`src/rtl/reset_sequencer.sv`:
```
// Staged reset controller: synchronises and debounces an external request, stretches
// every reset event to a minimum hold, then releases the channels in order.
module reset_sequencer #(
  parameter int N_CH            = 3,
  parameter int SYNC_STAGES     = 2,
  parameter int DEBOUNCE_CYCLES = 4,
  parameter int HOLD_CYCLES     = 16,
  parameter int STAGE_GAP       = 4
) (
  input  logic            clk,
  input  logic            rst,
  input  logic            rst_req_async,
  input  logic            sw_rst,
  output logic [N_CH-1:0] rst_out,
  output logic            ready,
  output logic [1:0]      cause
);

  localparam int MAX_HG = (HOLD_CYCLES > STAGE_GAP) ? HOLD_CYCLES : STAGE_GAP;
  localparam int MAX_C  = (MAX_HG > DEBOUNCE_CYCLES) ? MAX_HG : DEBOUNCE_CYCLES;
  localparam int CW     = $clog2(MAX_C + 1);
  localparam int IW     = $clog2(N_CH + 1);

  localparam logic [CW-1:0]   HOLD_LAST = CW'(HOLD_CYCLES - 1);
  localparam logic [CW-1:0]   GAP_LAST  = CW'(STAGE_GAP - 1);
  localparam logic [CW-1:0]   DB_MAX    = CW'(DEBOUNCE_CYCLES);
  localparam logic [CW-1:0]   CNT_ONE   = CW'(1);
  localparam logic [IW-1:0]   IDX_ONE   = IW'(1);
  localparam logic [IW-1:0]   IDX_LAST  = IW'(N_CH - 1);
  localparam logic [IW-1:0]   IDX_END   = IW'(N_CH);
  localparam logic [N_CH-1:0] ALL_ONES  = '1;
  localparam logic            SINGLE_CH = (N_CH == 1);

  typedef enum logic [1:0] {
    ST_ASSERT  = 2'd0,
    ST_RELEASE = 2'd1,
    ST_RUN     = 2'd2
  } state_t;

  logic [SYNC_STAGES-1:0] sync_q, sync_d;
  logic [CW-1:0]          db_cnt_q, db_cnt_d;
  state_t                 state_q, state_d;
  logic [CW-1:0]          cnt_q, cnt_d;
  logic [IW-1:0]          idx_q, idx_d;
  logic [N_CH-1:0]        rst_out_q, rst_out_d;
  logic                   ready_q, ready_d;
  logic [1:0]             cause_q, cause_d;

  logic req_sync_s;
  logic req_active_s;
  logic event_s;

  assign req_sync_s   = sync_q[SYNC_STAGES-1];
  assign req_active_s = (db_cnt_q == DB_MAX);
  assign event_s      = req_active_s | sw_rst;

  // synchroniser shift and saturating debounce counter
  always_comb begin
    sync_d = {sync_q[SYNC_STAGES-2:0], rst_req_async};
    if (!req_sync_s) begin
      db_cnt_d = '0;
    end else if (db_cnt_q == DB_MAX) begin
      db_cnt_d = db_cnt_q;
    end else begin
      db_cnt_d = db_cnt_q + CNT_ONE;
    end
  end

  // sequencing FSM next-state; any reset event forces a full restart of the hold
  always_comb begin
    state_d   = state_q;
    cnt_d     = cnt_q;
    idx_d     = idx_q;
    rst_out_d = rst_out_q;
    ready_d   = ready_q;
    cause_d   = cause_q;
    if (event_s) begin
      state_d   = ST_ASSERT;
      cnt_d     = '0;
      idx_d     = '0;
      rst_out_d = ALL_ONES;
      ready_d   = 1'b0;
      cause_d   = req_active_s ? 2'b01 : 2'b10;
    end else begin
      case (state_q)
        ST_ASSERT: begin
          rst_out_d = ALL_ONES;
          if (cnt_q == HOLD_LAST) begin
            cnt_d     = '0;
            idx_d     = IDX_ONE;
            rst_out_d = ALL_ONES << 1;
            state_d   = SINGLE_CH ? ST_RUN : ST_RELEASE;
            ready_d   = SINGLE_CH;
          end else begin
            cnt_d = cnt_q + CNT_ONE;
          end
        end
        ST_RELEASE: begin
          if (idx_q >= IDX_END) begin
            state_d   = ST_RUN;
            ready_d   = 1'b1;
            rst_out_d = '0;
          end else if (cnt_q == GAP_LAST) begin
            cnt_d = '0;
            idx_d = idx_q + IDX_ONE;
            for (int k = 0; k < N_CH; k++) begin
              rst_out_d[k] = rst_out_q[k] & (idx_q != IW'(k));
            end
            // the edge that frees the last channel also enters RUN
            if (idx_q == IDX_LAST) begin
              state_d = ST_RUN;
              ready_d = 1'b1;
            end else begin
              state_d = ST_RELEASE;
            end
          end else begin
            cnt_d = cnt_q + CNT_ONE;
          end
        end
        ST_RUN: begin
          ready_d = 1'b1;
        end
        default: begin
          state_d   = ST_ASSERT;
          cnt_d     = '0;
          idx_d     = '0;
          rst_out_d = ALL_ONES;
          ready_d   = 1'b0;
        end
      endcase
    end
  end

  // state registers with synchronous global reset
  always_ff @(posedge clk) begin
    if (rst) begin
      sync_q    <= '0;
      db_cnt_q  <= '0;
      state_q   <= ST_ASSERT;
      cnt_q     <= '0;
      idx_q     <= '0;
      rst_out_q <= ALL_ONES;
      ready_q   <= 1'b0;
      cause_q   <= 2'b00;
    end else begin
      sync_q    <= sync_d;
      db_cnt_q  <= db_cnt_d;
      state_q   <= state_d;
      cnt_q     <= cnt_d;
      idx_q     <= idx_d;
      rst_out_q <= rst_out_d;
      ready_q   <= ready_d;
      cause_q   <= cause_d;
    end
  end

  assign rst_out = rst_out_q;
  assign ready   = ready_q;
  assign cause   = cause_q;

endmodule

```
`config.mk`:
```
export PLATFORM = sky130hd
export DESIGN_NAME = reset_sequencer
export DESIGN_NICKNAME = d
export VERILOG_FILES = /design/src/rtl/reset_sequencer.sv
export SDC_FILE = /design/constraint.sdc
export NUM_CORES = 1
export LEC_CHECK = 0
export CORE_MARGIN = 2
export CORE_UTILIZATION = 53
export CTS_BUF_LIST = sky130_fd_sc_hd__clkbuf_8
export DETAILED_ROUTE_END_ITERATION = 8
export PLACE_DENSITY = 0.77
export RECOVER_POWER = 25
export SYNTH_ARGS = -nofsm -noshare
export SYNTH_HDL_FRONTEND = slang
export SYNTH_SLANG_ARGS = --single-unit
export TNS_END_PERCENT = 1
```
`constraint.sdc`:
```
create_clock -name clk -period 1.8 [get_ports clk]
set_input_delay 0.54 -clock clk [delete_from_list [all_inputs] [get_ports clk]]
set_output_delay 0.54 -clock clk [all_outputs]
set_load 0.01 [all_outputs]
```
After elaboration in Yosys (flattened, before gate mapping). Index checks and enable logic that the tools add are counted.

$add $sub $neg: 3. Order comparisons: 1. Equality and inequality tests: 13. Multiplexer cells: 22. Bitwise logic cells: 6. Reductions and logical operators: 9.

Operators by type and width (number): $mux 5 (3); $pmux 5 s3 (1); $mux 2 (7); $pmux 2 s3 (2); $add 5x1->5 const B (2); $pmux 3 s3 (1); $ne 2x2->1 const B (4); $mux 3 (2); $ne 3x3->1 const B (2); $reduce_and 3->1 (2); $eq 5x2->1 const B (1); $eq 5x3->1 const B (1); $eq 5x4->1 const B (1); $mux 1 (5); $eq 2x2->1 const B (2); $reduce_and 2->1 (2); $reduce_and 4->1 (1); $reduce_or 2->1 (2); $and 1x1->1 (3); $pmux 1 s3 (1); $add 2x1->2 const B (1); $eq 2x1->1 const B (1); $ge 2x2->1 const B (1); $logic_not 2->1 (1); other kinds (4) (5).

Bits in registers: 22. Input port bits: 4. Output and inout port bits: 6. Word-level logic and storage cells: 62.

Depth between registers and ports, before layout. Gate-level depths: netlist (run 1).

Depth after elaboration: 5. Depth in mapped cells: 8. Depth with buffers taken out: 8.

Worst setup path before layout (run 1). No wires, ideal clock.

Kind: reg-to-reg. Start: register cnt_q[0]. End: register cnt_q[3]. Library setup time: 74 ps. Arrival: 1841 ps. Slack: -116 ps. Cell stages (with the launch flop): 9. Path buffers: 0. Clock period less this slack: 1916 ps. Path through: dfxtp_1 > ha_1 > nand3_1 > inv_1 > ha_1 > and2b_1 > a21oi_1 > or4_1 > a31oi_1.

Word-level cells in the longest chain between the ends: 4. Elaborated cells on any way between the ends: 7. Classes of those cells: add/sub (1); eq/ne (2); mux (4).

Ends and longest elaborated chain: start, declared (RTL line 43) `logic [CW-1:0] cnt_q, cnt_d;`; start signal, assigned (RTL line 149) `cnt_q <= cnt_d;`; $add 5x1->5 / $eq 5x2->1 (equally long branches) (RTL line 95, 117, 103); $mux 5 (RTL line 103) `end else if (cnt_q == GAP_LAST) begin`; $mux 5 (RTL line 99) `if (idx_q >= IDX_END) begin`; $pmux 5 s3 * (RTL line 85) `case (state_q)`.

Every way passes the cells marked *; elsewhere a longest branch is shown, timed or not. The select of a mux whose other input is x is not followed. A chain may end at the register's enable or synchronous reset.

Final worst setup path (run 1).
Start: input rst. End: register ready_q, in the netlist ready.

Word-level cells in the longest chain between the ends: 1.

Ends and longest elaborated chain: start, declared (RTL line 11) `input logic rst,`; $reduce_or 2->1 (no line); end signal, assigned (RTL line 152) `ready_q <= ready_d;`; end, declared (RTL line 46) `logic ready_q, ready_d;`.

Every way passes these cells.

==> flow_summary.toml, run 1 <==
[clocking]
cts_root_buf = "clkbuf_8"
clock-sinks = 22
hold_buffers = 0
ctsHtreeMaxLevel = 1
clk_pin_slew_ns = 0.07
numCtsBuffers = 3
clock_path_buffers = 2
cts_tree = "done"
insertion_delay_ns = 0.26

[run]
maxCapViolCount = 0

[global_routing]
first_global_vias = 1075
antenna_found_initial = 0
grt_first_pass_wirelength_um = 4436
grt_max_degree = 12
gr-usage-all-layers_pct = 22.80
grt-ovfl-total = 0

[sta]
finalMaxSlewViolations = 0
worstMarginPinSlew_ns = 0.5142
fmax_ghz = 0.5638
finalSetupViolations = 0
relSlewSlack_pct = 65.24
grt_setup_unrepaired = "true"
fin_skew_ns = 0.003357
min_period_over_period_pct = 98.55
period_needed_ns = 1.774
whs_ns = 0.4475
hold_viol = 0

[logic_synthesis]
synthesis.nets = 143
syn_area_sq_um = 1150
ys_ff_latch = 22
yosysWarnings = 0
syn_inst = 127
synth_common_cells = "22 x dfxtp_1, 12 x ha_1, 11 x a21oi_1, 11 x nor2_1, 10 x inv_1"
synth_edf_count = 0
synth_ff_type = "dfxtp_1"
synth-async-reset-ratio_pct = 0
synth_top_area_share_pct = 38.30
ys_seq_area_share_pct = 38.30
synth_top_area_cell = "dfxtp_1"
avgSynthCellArea_sq_um = 9.054
ys_types = 38
yosysMostFrequentCell = "dfxtp_1"
yosys-top-cells-area = "dfxtp_1 38%, ha_1 13%, a21oi_1 4.8%"

[floorplan]
start_util_pct = 57.44
core_sq_um = 2002
dieArea_sq_um = 2558
die_height_um = 50.58
fp.dieW_um = 50.58
ios = 10
num_rows = 16

[finish]
n_antenna_cell = 0
syn2layout_area_growth_pct = 36.67
drive_above_1_share_pct = 29.81
finish.net_count = 179
layout.filler_cells = 135

[routing]
drt_first_pass_iters = 4
vias = 1026
route.detailed.drc = 0
drtIter0Drc = 32
ant_nets = 0
wl_per_cell_um = 13.54
wl_um = 2546
avgViaCountPerCell = 5.457

[power]
p_per_area_nw_per_um2 = 536.8
ir_drop_uv = 550.7
power_w = 0.0008436
p_leak_nw = 0.6273

[critical_path]
worstPathRequired_ns = 1.96
worstPathMaxFanout = 6
crit_arrival_ns = 1.93
critical_path_class = "input port to register"
end_kind = "register"
startpoint_type = "input port"

[placement]
io_buffers = 9
gp_congestion = 0.8571
hpwl_um = 1927

[hold_path]
hold_path.class = "register to register"

[run_status]
outcome = "completed"
flip-flops by register name (all words and copies together), names as in the netlist:
| name | flops |
|---|---|
| rst_out | 3 |
| idx_q | 2 |
| state_q | 2 |
| ready | 1 |
| sync_q | 2 |
| cnt_q | 5 |
| db_cnt_q | 5 |
| cause | 2 |
cell usage in the layout (no fill, tap or decap), types with 2 or more instances in the layout:
cell type | synthesis | layout
a211oi_2 | 2 | 2
o211ai_1 | 2 | 2
nand2_1 | 7 | 7
o31ai_1 | 3 | 3
buf_4 | 0 | 24
nand3_1 | 6 | 5
dfxtp_2 | 0 | 3
xor2_1 | 3 | 3
clkbuf_8 | 0 | 3
ha_4 | 0 | 2
nor2b_1 | 3 | 2
a21oi_2 | 0 | 2
nor2_1 | 11 | 10
a21oi_1 | 11 | 9
dfxtp_1 | 22 | 19
inv_1 | 10 | 9
clkdlybuf4s50_1 | 0 | 8
o21ai_0 | 5 | 5
nand2b_1 | 4 | 4
ha_1 | 12 | 10
power by group:
part           internal, W  switching, W
registers         0.000494    0.00000429
clock network     0.000149      0.000145
logic            0.0000290     0.0000224
total             0.000672      0.000172
layer usage:
| metal | GRT usage [%] | vias up | part of all wire [%] |
|---|---|---|---|
| met5 | 0 | - | 0 |
| met4 | 13.51 | 0 | 2.3 |
| met3 | 3.274 | 6 | 3.8 |
| met2 | 39.25 | 24 | 51 |
| met1 | 26.68 | 481 | 43 |
| li1 | - | 515 | - |
path summary, 6_finish.rpt:
kind	startpoint	end	slack (ns)	cells after the start
setup / recovery	rst	ready	0.03	6
hold / removal	sync_q[0]	sync_q[1]	0.45	1
setup reg to reg	db_cnt_q[0]	ready	0.05	9
hold reg to reg	sync_q[0]	sync_q[1]	0.45	1
layout make-up:
cell class / count / area [sq um] / share of cell area, %
sequential: 22 / 444.2 / 28.26
timing repair buffer: 35 / 285.3 / 18.15
inverter: 10 / 37.54 / 2.389
clock buffer: 3 / 41.29 / 2.627
multi-input combinational: 91 / 729.5 / 46.42
tap: 27 / 33.78 / 2.150
timing repair:
item                                    CTS  global route
gates cloned                              0             0
endpoints found under the setup margin    9            10
gates resized for setup                   5            14
pin swaps                                 2             4
buffers inserted                          2             0
logic make-up (layout without fill, tap and decap cells):
group	Yosys count	after routing	share of synthesized area, %
compound gates	33	33	20.67
xor+xnor	4	4	3.047
fa+ha+maj	12	12	13.06
buf+inv	14	48	5.223
flops	22	22	38.30
mux	1	1	0.8705
simple gates	41	41	18.83
worst max-delay path, stage by stage:
cell and delay [ns]:
dlygate4sd3_1 0.56, clkbuf_1 0.16, nor3_1 0.20, buf_4 0.17
nand2_1 0.06, o31ai_1 0.23
metrics by stage:
stage | TNS (ns) | instance area (sq um) | setup WS (ns) | utilization [%] | instances
after floorplan | -0.0007433 | 1164 | -0.0007433 | - | 127
after global placement | -0.3984 | 1444 | -0.1296 | 72.13 | 183
after detailed placement | -0.9490 | 1444 | -0.3183 | 72.13 | 183
after CTS | -0.03730 | 1516 | -0.02028 | 75.75 | 188
after global routing | -0.1015 | 1572 | -0.02708 | 78.50 | 188
final | 0 | 1572 | 0.02616 | 78.50 | 188
(Power assumes the default switching activity.)
==> run 2, diff against run 1 <==
--- a/config.mk
+++ b/config.mk
@@ -5,10 +5,12 @@
 export SDC_FILE = /design/constraint.sdc
 export NUM_CORES = 1
 export LEC_CHECK = 0
+export CAP_MARGIN = 10
 export CORE_MARGIN = 2
 export CORE_UTILIZATION = 53
 export CTS_BUF_LIST = sky130_fd_sc_hd__clkbuf_8
 export DETAILED_ROUTE_END_ITERATION = 8
+export GPL_TIMING_DRIVEN = 0
 export PLACE_DENSITY = 0.77
 export RECOVER_POWER = 25
 export SYNTH_ARGS = -nofsm -noshare
==> run 2 against run 1 <==
Worst hold slack better by 0.016 ns. Clock-buffer cell count is the same. Fmax shrank 4.8%. Highest routed layer unchanged. Total power is 19% higher. Sequential share of layout area is 2.3 points higher. Setup slack got worse by 0.089 ns. The run now ends with negative setup slack left. Utilization shrank 5.8 points. Clock power grew 57%.
==> flow_summary.toml, run 2 (synthesized netlist as in run 1, its figures left out) <==
[run_status]
outcome = "complete, but fails checks"
violations = "negative setup slack"

[floorplan]
ios = 10
fp.dieW_um = 50.58
die_height_um = 50.58
dieArea_sq_um = 2558
core_sq_um = 2002
num_rows = 16
start_util_pct = 57.44

[placement]
io_buffers = 9
gp_congestion = 0.7735
hpwl_um = 1654

[hold_path]
hold_path.class = "register to register"

[clocking]
ctsHtreeMaxLevel = 1
insertion_delay_ns = 0.26
clk_pin_slew_ns = 0.08
clock_path_buffers = 2
clock-sinks = 22
cts_root_buf = "clkbuf_8"
cts_tree = "done"
numCtsBuffers = 3
hold_buffers = 0

[critical_path]
startpoint_type = "register"
path_buf_inv = 1
crit_arrival_ns = 2.06
critical_path_class = "register to register"
crit_family = "simple AND/OR/NAND/NOR gates"
worstPathRequired_ns = 2.00
crit_chain = "ha_4 -> nand3_2 -> inv_1 -> ha_1 -> and2b_4 -> a21oi_2 -> or4_1 -> a31oi_1"
slowest_stage = "or4_1"
end_kind = "register"
worstPathMaxFanout = 5
slowest_delay_ns = 0.43

[power]
power_w = 0.001004
p_per_area_nw_per_um2 = 689.7
ir_drop_uv = 638.3
p_leak_nw = 0.5524

[global_routing]
antenna_found_initial = 0
grt_max_degree = 14
grt_use_met3_pct = 4.464
met2_usage_pct = 37.50
grt-ovfl-total = 0
first_global_vias = 968
grt.busiest_layer = "met2"
grt_first_pass_wirelength_um = 4174
gr-usage-all-layers_pct = 21.71
met1_usage_pct = 26.08

[sta]
hold_viol = 0
min_period_over_period_pct = 103.5
relSlewSlack_pct = 65.26
fin_skew_ns = 0.003250
tns_ns = -0.06316
grt_setup_unrepaired = "true"
worstMarginPinSlew_ns = 0.5204
finalMaxSlewViolations = 0
fmax_ghz = 0.5367
finalSetupViolations = 1
setup_slack_ns = -0.06316
period_needed_ns = 1.863

[routing]
avgViaCountPerCell = 5.827
wl_per_cell_um = 14.25
wl_um = 2394
drtIter0Drc = 19
vias = 979
route.detailed.drc = 0
ant_nets = 0
drt_first_pass_iters = 6

[run]
maxCapViolCount = 0

[finish]
multi_input_area_sq_um = 720.7
syn2layout_area_growth_pct = 26.55
finish.net_count = 158
drive_above_1_share_pct = 18.44
layout_common_cells = "19 x dfxtp_1, 11 x nor2_1, 11 x ha_1"
seqCellArea_sq_um = 444.2
n_antenna_cell = 0
layout.filler_cells = 151
layout_commonest_cell = "dfxtp_1"
-- run 2: cell count changes in the layout (fill, tap and decap cells not counted), sizes merged --
cell,delta
buf,-21
clkdlybuf4s50,-1
bufinv,+1
dlygate4sd2,+1
-- run 2: final timing paths --
| check | from | end | slack (ns) | depth (start not counted) |
|---|---|---|---|---|
| worst min-delay path | sync_q[0] | sync_q[1] | 0.46 | 1 |
| worst max-delay path | cnt_q[0] | cnt_q[3] | -0.06 | 8 |
| worst max register to register | cnt_q[0] | cnt_q[3] | -0.06 | 8 |
| worst min register to register | sync_q[0] | sync_q[1] | 0.46 | 1 |
-- run 2: worst register-to-register path, delay by kind of cell, from the launching register on --
| kind | cells | cell delay (ns) |
|---|---|---|
| and+or+nand+nor | 3 | 0.82 |
| DFF | 1 | 0.35 |
| adders and majority gates | 2 | 0.37 |
| AOI/OAI and AO/OA | 2 | 0.20 |
| buffers and inverters | 1 | 0.05 |
-- run 2: routing by layer --
metal	routed length, um	vias up
met2	1193	20
met4	66	0
met3	80	7
li1	-	479
met5	0	-
met1	1054	473
-- run 2: where the power goes --
group          total [W]  internal [W]  switching, W
Sequential      0.000498      0.000493    0.00000487
Combinational  0.0000426     0.0000224     0.0000202
Clock           0.000463      0.000297      0.000166
-- run 2: final cells by class --
class / instances / area share, %
multi-input cells: 91 / 49.53
inverters: 10 / 2.580
flip-flops and latches: 22 / 30.52
clock inverters: 1 / 2.064
clock buffers: 3 / 2.837
repair buffers: 11 / 7.997
well taps: 27 / 2.322
plain buffers: 3 / 2.150
-- run 2: timing repair --
item | in CTS | in global routing
pin swaps | 2 | 1
endpoints found under the setup margin | 11 | 11
buffers inserted | 2 | 0
gates resized for setup | 13 | 7
gates cloned | 0 | 0
-- run 2: metrics by stage --
stage / hold slack, ns / cell area, sq um / std cells / utilization, % / setup WS (ns)
6_report: 0.4636 / 1455 / 168 / 72.69 / -0.06316
5_1_grt: 0.4701 / 1455 / 168 / 72.69 / -0.1213
4_1_cts: 0.4691 / 1439 / 168 / 71.88 / -0.03020
3_5_place_dp: 0.4514 / 1287 / 163 / 64.31 / -0.3841
3_3_place_gp: 0.4153 / 1287 / 163 / 64.31 / -0.3710
2_1_floorplan: 0.4138 / 1164 / 127 / - / -0.0007433
